<file path="src/rtl/easyaxi_rsp_sched_pkg.sv">
// Shared types and helpers for the EasyAXI response scheduler.
package easyaxi_sched_pkg;

  localparam int OST_DEPTH_DFLT = 16;
  localparam int PTR_WIDTH      = $clog2(OST_DEPTH_DFLT);
  // Widest bitmap the lowest-set-bit helper scans; slot counts above this are unsupported.
  localparam int LSB_MAX        = 64;

  typedef enum logic {
    IDLE  = 1'b0,
    BURST = 1'b1
  } sched_state_e;

  // Index of the lowest set bit of v, 0 when v is all zeros.
  function automatic int lowest_set(input logic [LSB_MAX-1:0] v);
    int idx;
    idx = 0;
    for (int i = LSB_MAX - 1; i >= 0; i--) begin
      if (v[i]) idx = i;
    end
    return idx;
  endfunction

endpackage

</file>
<file path="src/rtl/easyaxi_rsp_sched_if.sv">
// Request / order-tracker / response bundle of the EasyAXI response scheduler.
// Handshakes (req_*, rsp_*): a transfer happens on a clock edge where valid
// and ready are both high; once valid is raised, valid and its payload hold
// stable until that edge, and valid never waits on ready.
interface easyaxi_rsp_sched_if
  import easyaxi_sched_pkg::*;
#(
  parameter int OST_DEPTH = OST_DEPTH_DFLT,
  parameter int ID_WIDTH  = 4,
  parameter int LEN_WIDTH = 8
);
  localparam int PW = $clog2(OST_DEPTH);

  logic                 req_valid;
  logic                 req_ready;
  logic [ID_WIDTH-1:0]  req_id;
  logic [LEN_WIDTH-1:0] req_len;
  logic [PW-1:0]        req_ptr;
  logic                 ord_push;
  logic [ID_WIDTH-1:0]  ord_push_id;
  logic [PW-1:0]        ord_push_ptr;
  logic                 ord_pop;
  logic [ID_WIDTH-1:0]  ord_pop_id;
  logic                 ord_pop_last;
  logic [OST_DEPTH-1:0] order_bits;
  logic [OST_DEPTH-1:0] slot_done;
  logic                 rsp_valid;
  logic                 rsp_ready;
  logic [PW-1:0]        rsp_ptr;
  logic [ID_WIDTH-1:0]  rsp_id;
  logic [LEN_WIDTH-1:0] rsp_beat;
  logic                 rsp_last;
  logic                 dbg_state;

  modport slave (
    input  req_valid, req_id, req_len, order_bits, slot_done, rsp_ready,
    output req_ready, req_ptr, ord_push, ord_push_id, ord_push_ptr,
           ord_pop, ord_pop_id, ord_pop_last,
           rsp_valid, rsp_ptr, rsp_id, rsp_beat, rsp_last, dbg_state
  );

  modport master (
    output req_valid, req_id, req_len, order_bits, slot_done, rsp_ready,
    input  req_ready, req_ptr, ord_push, ord_push_id, ord_push_ptr,
           ord_pop, ord_pop_id, ord_pop_last,
           rsp_valid, rsp_ptr, rsp_id, rsp_beat, rsp_last, dbg_state
  );

endinterface

</file>
<file path="src/rtl/easyaxi_rsp_sched_rr_arb.sv">
// Combinational round-robin arbiter: first request above last_grant, wrapping.
module easyaxi_rr_arb #(
  parameter int N = 4
) (
  input  logic [N-1:0]         req,
  input  logic [$clog2(N)-1:0] last_grant,
  output logic [$clog2(N)-1:0] grant,
  output logic                 grant_valid
);
  localparam int PW = $clog2(N);

  logic [PW-1:0] w_idx;

  // Scan last_grant+1 .. last_grant+N (mod N); last_grant itself is lowest priority.
  always_comb begin
    w_idx       = '0;
    grant       = '0;
    grant_valid = 1'b0;
    for (int i = 1; i <= N; i++) begin
      w_idx = last_grant + PW'(i);
      if (!grant_valid && req[w_idx]) begin
        grant       = w_idx;
        grant_valid = 1'b1;
      end
    end
  end

endmodule

</file>
<file path="src/rtl/easyaxi_rsp_sched.sv">
// Outstanding-slot allocator and round-robin response scheduler for an EasyAXI slave port.
module easyaxi_rsp_sched
  import easyaxi_sched_pkg::*;
#(
  parameter int OST_DEPTH = OST_DEPTH_DFLT,
  parameter int ID_WIDTH  = 4,
  parameter int LEN_WIDTH = 8
) (
  input  logic                clk,
  input  logic                rst,
  easyaxi_rsp_sched_if.slave  bus
);
  localparam int PW = $clog2(OST_DEPTH);

  sched_state_e         r_state, w_state_nxt;
  logic [OST_DEPTH-1:0] r_free, w_free_nxt;
  logic [PW-1:0]        r_rr_ptr;
  logic [PW-1:0]        r_cur;
  logic [LEN_WIDTH-1:0] r_beat;
  logic [ID_WIDTH-1:0]  r_id_mem  [OST_DEPTH];
  logic [LEN_WIDTH-1:0] r_len_mem [OST_DEPTH];

  logic                 w_req_ready;
  logic [PW-1:0]        w_alloc_ptr;
  logic                 w_push;
  logic [OST_DEPTH-1:0] w_elig;
  logic [PW-1:0]        w_pick;
  logic                 w_pick_valid;
  logic                 w_rsp_valid;
  logic                 w_last;
  logic                 w_pop;

  // Allocation: lowest free slot; freed slots only become visible next cycle.
  // The push/pop strobes are masked by reset so the tracker sees nothing then.
  assign w_req_ready = |r_free;
  assign w_alloc_ptr = PW'(lowest_set(LSB_MAX'(r_free)));
  assign w_push      = bus.req_valid & w_req_ready & ~rst;

  // A slot may be returned when it is head of its ID, has data, and is occupied.
  assign w_elig = bus.order_bits & bus.slot_done & ~r_free;

  easyaxi_rr_arb #(.N(OST_DEPTH)) u_arb (
    .req        (w_elig),
    .last_grant (r_rr_ptr),
    .grant      (w_pick),
    .grant_valid(w_pick_valid)
  );

  assign w_last = (r_beat == r_len_mem[r_cur]);
  assign w_pop  = w_rsp_valid & bus.rsp_ready & ~rst;

  // State register.
  always_ff @(posedge clk) begin
    if (rst) r_state <= IDLE;
    else     r_state <= w_state_nxt;
  end

  // Next state and response valid: IDLE picks a burst, BURST streams it out.
  always_comb begin
    w_state_nxt = r_state;
    w_rsp_valid = 1'b0;
    case (r_state)
      IDLE: begin
        if (w_pick_valid) w_state_nxt = BURST;
      end
      BURST: begin
        w_rsp_valid = 1'b1;
        if (bus.rsp_ready && w_last) w_state_nxt = IDLE;
      end
      default: w_state_nxt = IDLE;
    endcase
  end

  // Free bitmap update: clear on allocate, set on the last response beat.
  always_comb begin
    w_free_nxt = r_free;
    if (w_push)          w_free_nxt[w_alloc_ptr] = 1'b0;
    if (w_pop && w_last) w_free_nxt[r_cur]       = 1'b1;
  end

  // Slot bookkeeping, current burst and beat counter, round-robin pointer.
  always_ff @(posedge clk) begin
    if (rst) begin
      r_free   <= '1;
      r_rr_ptr <= PW'(OST_DEPTH - 1);
      r_cur    <= '0;
      r_beat   <= '0;
    end else begin
      r_free <= w_free_nxt;
      if (r_state == IDLE && w_pick_valid) begin
        r_cur  <= w_pick;
        r_beat <= '0;
      end
      if (w_pop) begin
        if (w_last) r_rr_ptr <= r_cur;
        else        r_beat   <= r_beat + 1'b1;
      end
    end
  end

  // Per-slot request attributes captured on allocation.
  always_ff @(posedge clk) begin
    if (w_push) begin
      r_id_mem[w_alloc_ptr]  <= bus.req_id;
      r_len_mem[w_alloc_ptr] <= bus.req_len;
    end
  end

  assign bus.req_ready    = w_req_ready;
  assign bus.req_ptr      = w_alloc_ptr;
  assign bus.ord_push     = w_push;
  assign bus.ord_push_id  = bus.req_id;
  assign bus.ord_push_ptr = w_alloc_ptr;
  assign bus.rsp_valid    = w_rsp_valid;
  assign bus.rsp_ptr      = r_cur;
  assign bus.rsp_id       = r_id_mem[r_cur];
  assign bus.rsp_beat     = r_beat;
  assign bus.rsp_last     = w_rsp_valid & w_last;
  assign bus.ord_pop      = w_pop;
  assign bus.ord_pop_id   = r_id_mem[r_cur];
  assign bus.ord_pop_last = w_rsp_valid & w_last;
  assign bus.dbg_state    = r_state;

endmodule

</file>
<file path="src/flat_wrapper.sv">
// flat-port wrapper written by rule: the top's interface ports become plain ports
module easyaxi_rsp_sched_flat import easyaxi_sched_pkg::*;
#(
  parameter int OST_DEPTH = OST_DEPTH_DFLT,
  parameter int ID_WIDTH  = 4,
  parameter int LEN_WIDTH = 8
)
  (clk, rst, bus_req_valid, bus_req_id, bus_req_len, bus_order_bits, bus_slot_done, bus_rsp_ready, bus_req_ready, bus_req_ptr, bus_ord_push, bus_ord_push_id, bus_ord_push_ptr, bus_ord_pop, bus_ord_pop_id, bus_ord_pop_last, bus_rsp_valid, bus_rsp_ptr, bus_rsp_id, bus_rsp_beat, bus_rsp_last, bus_dbg_state);
  easyaxi_rsp_sched_if #(.OST_DEPTH(OST_DEPTH), .ID_WIDTH(ID_WIDTH), .LEN_WIDTH(LEN_WIDTH)) bus_i ();
  input  logic clk;
  input  logic rst;
  input wire logic [$bits(bus_i.req_valid)-1:0] bus_req_valid;
  input wire logic [$bits(bus_i.req_id)-1:0] bus_req_id;
  input wire logic [$bits(bus_i.req_len)-1:0] bus_req_len;
  input wire logic [$bits(bus_i.order_bits)-1:0] bus_order_bits;
  input wire logic [$bits(bus_i.slot_done)-1:0] bus_slot_done;
  input wire logic [$bits(bus_i.rsp_ready)-1:0] bus_rsp_ready;
  output wire logic [$bits(bus_i.req_ready)-1:0] bus_req_ready;
  output wire logic [$bits(bus_i.req_ptr)-1:0] bus_req_ptr;
  output wire logic [$bits(bus_i.ord_push)-1:0] bus_ord_push;
  output wire logic [$bits(bus_i.ord_push_id)-1:0] bus_ord_push_id;
  output wire logic [$bits(bus_i.ord_push_ptr)-1:0] bus_ord_push_ptr;
  output wire logic [$bits(bus_i.ord_pop)-1:0] bus_ord_pop;
  output wire logic [$bits(bus_i.ord_pop_id)-1:0] bus_ord_pop_id;
  output wire logic [$bits(bus_i.ord_pop_last)-1:0] bus_ord_pop_last;
  output wire logic [$bits(bus_i.rsp_valid)-1:0] bus_rsp_valid;
  output wire logic [$bits(bus_i.rsp_ptr)-1:0] bus_rsp_ptr;
  output wire logic [$bits(bus_i.rsp_id)-1:0] bus_rsp_id;
  output wire logic [$bits(bus_i.rsp_beat)-1:0] bus_rsp_beat;
  output wire logic [$bits(bus_i.rsp_last)-1:0] bus_rsp_last;
  output wire logic [$bits(bus_i.dbg_state)-1:0] bus_dbg_state;
  assign bus_i.req_valid = bus_req_valid;
  assign bus_i.req_id = bus_req_id;
  assign bus_i.req_len = bus_req_len;
  assign bus_i.order_bits = bus_order_bits;
  assign bus_i.slot_done = bus_slot_done;
  assign bus_i.rsp_ready = bus_rsp_ready;
  assign bus_req_ready = bus_i.req_ready;
  assign bus_req_ptr = bus_i.req_ptr;
  assign bus_ord_push = bus_i.ord_push;
  assign bus_ord_push_id = bus_i.ord_push_id;
  assign bus_ord_push_ptr = bus_i.ord_push_ptr;
  assign bus_ord_pop = bus_i.ord_pop;
  assign bus_ord_pop_id = bus_i.ord_pop_id;
  assign bus_ord_pop_last = bus_i.ord_pop_last;
  assign bus_rsp_valid = bus_i.rsp_valid;
  assign bus_rsp_ptr = bus_i.rsp_ptr;
  assign bus_rsp_id = bus_i.rsp_id;
  assign bus_rsp_beat = bus_i.rsp_beat;
  assign bus_rsp_last = bus_i.rsp_last;
  assign bus_dbg_state = bus_i.dbg_state;
  easyaxi_rsp_sched #(.OST_DEPTH(OST_DEPTH), .ID_WIDTH(ID_WIDTH), .LEN_WIDTH(LEN_WIDTH)) u_core (.clk(clk), .rst(rst), .bus(bus_i));
endmodule
</file>
<file path="config.mk">
export PLATFORM = sky130hd
export DESIGN_NAME = easyaxi_rsp_sched_flat
export DESIGN_NICKNAME = d
export VERILOG_FILES = /design/src/rtl/easyaxi_rsp_sched_pkg.sv /design/src/rtl/easyaxi_rsp_sched_if.sv /design/src/rtl/easyaxi_rsp_sched_rr_arb.sv /design/src/rtl/easyaxi_rsp_sched.sv /design/src/flat_wrapper.sv
export SDC_FILE = /design/constraint.sdc
export NUM_CORES = 1
export LEC_CHECK = 0
export ABC_CLOCK_PERIOD_IN_PS = 5200
export CAP_MARGIN = 20
export CORE_ASPECT_RATIO = 1.25
export CORE_MARGIN = 4
export CORE_UTILIZATION = 39
export CTS_CLUSTER_SIZE = 14
export DETAILED_ROUTE_END_ITERATION = 12
export PLACE_DENSITY = 0.58
export SETUP_SLACK_MARGIN = 0.02
export SKIP_LAST_GASP = 1
export SLEW_MARGIN = 0
export SYNTH_ARGS = -nofsm -noshare
export SYNTH_HDL_FRONTEND = slang
export SYNTH_HIERARCHICAL = 1
export SYNTH_SLANG_ARGS = --single-unit
</file>
<file path="constraint.sdc">
create_clock -name clk -period 5.2 [get_ports clk]
set_clock_uncertainty 0.2 [all_clocks]
set_input_delay 0.78 -clock clk [delete_from_list [all_inputs] [get_ports clk]]
set_output_delay 0.78 -clock clk [all_outputs]
set_load 0.02 [all_outputs]
</file>
==> impl_metrics.yaml <==
sta:
  tightest_slew_ns: 0.8824
  relSlewSlack: 0.4111
  max_freq_mhz: 215.0
  final-setup-viol-count: 0
  period_minus_slack_ns: 4.651
  drv_slew: 0
  hold_viol: 0
  rsz0062_at_grt: "no"
  fin_crit_sh: 0.8945
  finalSetupTns_ns: 0
  hold_slack_ns: 0.3525
critical_path:
  crit_path_end_kind: "output port"
  crit_arrival_ns: 3.67
  rr_startpoint: "u_core/r_rr_ptr[0]$_SDFFE_PP1P_"
  critPathRequiredTime_ns: 4.22
  r2r_setup_slack_ns: 0.67
  setup.worst_path.class: "flop to output port"
  worstReg2RegEnd: "u_core/bus.rsp_beat[0]$_SDFF_PP0_"
  crit_path_max_fanout: 18
  start_kind: "flop"
  rr_worst_depth: 13
route:
  wirelength_mm: 32.27
  drt-pass1-iter-count: 5
  num_vias: 7951
  wire_per_inst_um: 23.33
  drt_iter0_markers: 679
  via_per_inst: 5.749
  postRouteAntennaNets: 0
  drc: 0
synthesis:
  synthesis.area_sq_um: 12030
  synth_edf_count: 192
  synthDistinctLibCells: 73
  synthCells: 880
  yosys-top-cells-area: "edfxtp_1, mux4_2, dfxtp_1"
  yosysTopAreaCell: "edfxtp_1"
  synth_nets: 937
  ys_seq_area_frac: 0.5410
  yosys_warnings: 6
  synth_area_per_cell_sq_um: 13.67
  ys_async_sr_fraction: 0
  synth_top_flop_cell: "edfxtp_1"
  synth.top_cell.area_share: 0.4795
  ys_ff_latch: 229
run_status:
  status: "finished, final reports clean"
clock_tree:
  ctsResizeCount: 0
  cts_made_buffers: 22
  clk_path_buf_depth: 3
  cts_tree: "done"
  h-tree-depth: 1
  clkTransAtPathRegs_ns: 0.06
  cts_hold_buf: 0
  clock-root-buffer: "clkbuf_16"
  clk_latency_ns: 0.50
  clock_sinks: 229
  postCtsSetupRepairBufs: 0
finish:
  drive_gt1_frac: 0.1782
  fin_nets: 1024
  final_util: 0.4624
  diodes: 0
  area_growth_syn_to_layout_pct: 16.47
placed_design:
  dpl.hpwl_mm: 22.59
  numPortBuffers: 86
  gp_congestion: 0.9374
global_route:
  grt_overflow: 0
  grtUsageTotal: 0.1912
  grt_pass1_vias: 8038
  grt_max_degree: 32
  grt_pass1_wl_mm: 49.09
  antenna_found_initial: 1
pwr:
  p_int_mw: 2.928
  power.switching_mw: 0.7421
  clock_power_share: 0.407
  power.total_mw: 3.670
  pwr-share-seq: 0.547
  p_leak_nw: 4.597
  swShare: 0.2022
  power_density_nw_per_um2: 262.1
  p_comb_frac: 0.046
  max-vdd-ir-drop_mv: 0.2822
die:
  ioPinCount: 87
  die_w_um: 165.1
  coreArea_sq_um: 30290
  dieHeight_um: 204.3
  rows: 71
  dieArea_sq_um: 33730
  initial_core_util: 0.3970
worst_hold_path:
  min_path_cells: 2
  min_to: "u_core/r_free[7]$_SDFF_PP1_"
  hp-start: "u_core/r_free[7]$_SDFF_PP1_"
  hold_class: "flop to flop"
flow_run:
  drv_cap: 0
state kept, by name, summed over array words and instances (netlist names), named ones only:
| name | count |
|---|---|
| u_core/bus.dbg_state | 1 |
| u_core/bus.rsp_beat | 8 |
| u_core/bus.rsp_ptr | 4 |
| u_core/r_free | 16 |
| u_core/r_id_mem | 64 |
| u_core/r_len_mem | 128 |
| u_core/r_rr_ptr | 4 |
power by group through the flow:
stage	logic, mW	registers [mW]	clock network, mW
6_report	0.171	2.01	1.49
5_1_grt	0.185	2.01	1.61
4_1_cts	0.172	2.01	1.53
3_5_place_dp	0.172	2.05	0
3_3_place_gp	0.171	2.05	0
2_1_floorplan	0.0859	2.04	0
worst max-delay path: stages, from the launching register on:
cell and delay [ns]:
dfxtp_4 0.58, buf_4 0.32, mux4_2 0.55, xnor2_1 0.21, mux2i_1 0.10, nor3_1 0.23
o211ai_2 0.18, nor3_4 0.23, and2_1 0.18, clkdlybuf4s50_1 0.60
synthesized netlist by cell type (5+ instances only):
master    number
edfxtp_1     192
mux4_2        80
nand2_1       66
nor2_1        66
mux2i_1       57
dfxtp_1       37
a21oi_1       35
o21ai_0       26
clkbuf_1      25
nor3_1        24
inv_1         19
nand3_1       19
buf_4         17
xnor2_1       16
and3_1        14
mux2_2        10
buf_2          9
ha_1           9
xor2_1         9
a221o_1        8
nor4_1         8
a31oi_1        7
nor2b_1        7
nand4_1        6
o21bai_1       6
o22ai_1        6
and2_1         5
nand2b_1       5
nor3b_1        5
nor4b_1        5
o31ai_1        5
layout by cell type (no fill, tap or decap), types with 4 or more instances in the layout:
master | netlist | final
a21boi_0 | 4 | 4
a21o_1 | 4 | 4
a21oi_1 | 35 | 35
a221o_1 | 8 | 8
a31oi_1 | 7 | 7
and2_1 | 5 | 5
and3_1 | 14 | 14
buf_4 | 17 | 36
clkbuf_1 | 25 | 4
clkbuf_16 | 0 | 23
clkdlybuf4s50_1 | 0 | 86
clkinv_1 | 3 | 9
clkinv_2 | 0 | 4
dfxtp_1 | 37 | 33
edfxtp_1 | 192 | 192
ha_1 | 9 | 9
inv_1 | 19 | 19
mux2_2 | 10 | 10
mux2i_1 | 57 | 57
mux4_2 | 80 | 80
nand2_1 | 66 | 66
nand2b_1 | 5 | 5
nand3_1 | 19 | 19
nand4_1 | 6 | 6
nor2_1 | 66 | 66
nor2b_1 | 7 | 7
nor3_1 | 24 | 23
nor3b_1 | 5 | 5
nor4_1 | 8 | 8
nor4b_1 | 5 | 5
o211ai_1 | 4 | 4
o21ai_0 | 26 | 26
o21bai_1 | 6 | 6
o22ai_1 | 6 | 6
o31ai_1 | 5 | 5
xnor2_1 | 16 | 16
xor2_1 | 9 | 9
per-stage QoR:
| stage | area, sq um | instances | setup WS (ns) |
|---|---|---|---|
| final | 14010 | 1383 | 0.5488 |
| after detailed placement | 13340 | 1344 | 0.5509 |
| after floorplan | 12030 | 880 | 1.159 |
| after global routing | 14010 | 1383 | 0.2730 |
| after CTS | 14010 | 1383 | 0.4782 |
| after global placement | 13340 | 1344 | 0.5753 |
metal layers:
layer | track usage | wire, um | vias to the layer above
met5 | 0 | 12 | -
met4 | 0.06062 | 1088 | 2
met3 | 0.02421 | 1596 | 71
li1 | - | - | 3623
met1 | 0.2430 | 12890 | 3996
met2 | 0.3377 | 16680 | 259
layout make-up:
cell class / count / area (sq um)
clock inverter: 12 / 80.08
clock buffer: 27 / 590.6
inverter: 24 / 95.09
timing repair buffer: 122 / 1131
sequential: 229 / 6514
tap: 401 / 501.7
multi-input combinational: 568 / 5094
fill: 2721 / 16290
worst max-delay path by stage:
| stage | slack, ns | depth (start not counted) | endpoint | from |
|---|---|---|---|---|
| 6_report | 0.55 | 9 | bus_ord_pop_last | flop |
| 5_1_grt | 0.27 | 9 | bus_ord_pop_last | flop |
| 4_1_cts | 0.48 | 9 | bus_ord_pop_last | flop |
| 3_5_place_dp | 0.55 | 12 | flop | bus_order_bits[6] |
| 3_3_place_gp | 0.58 | 12 | flop | bus_order_bits[6] |
| 2_1_floorplan | 1.16 | 14 | flop | u_core/r_rr_ptr[1]$_SDFFE_PP1P_ |
cell families after synthesis:
| logic type | share of synthesized area |
|---|---|
| and+or+nand+nor | 0.1025 |
| DFF | 0.5410 |
| muxes | 0.2162 |
| AOI/OAI and AO/OA | 0.07419 |
| buffers and inverters | 0.03579 |
| xor gates and xnor gates | 0.02091 |
| adders and majority gates | 0.009364 |
Power figures use the tool's default switching activity.
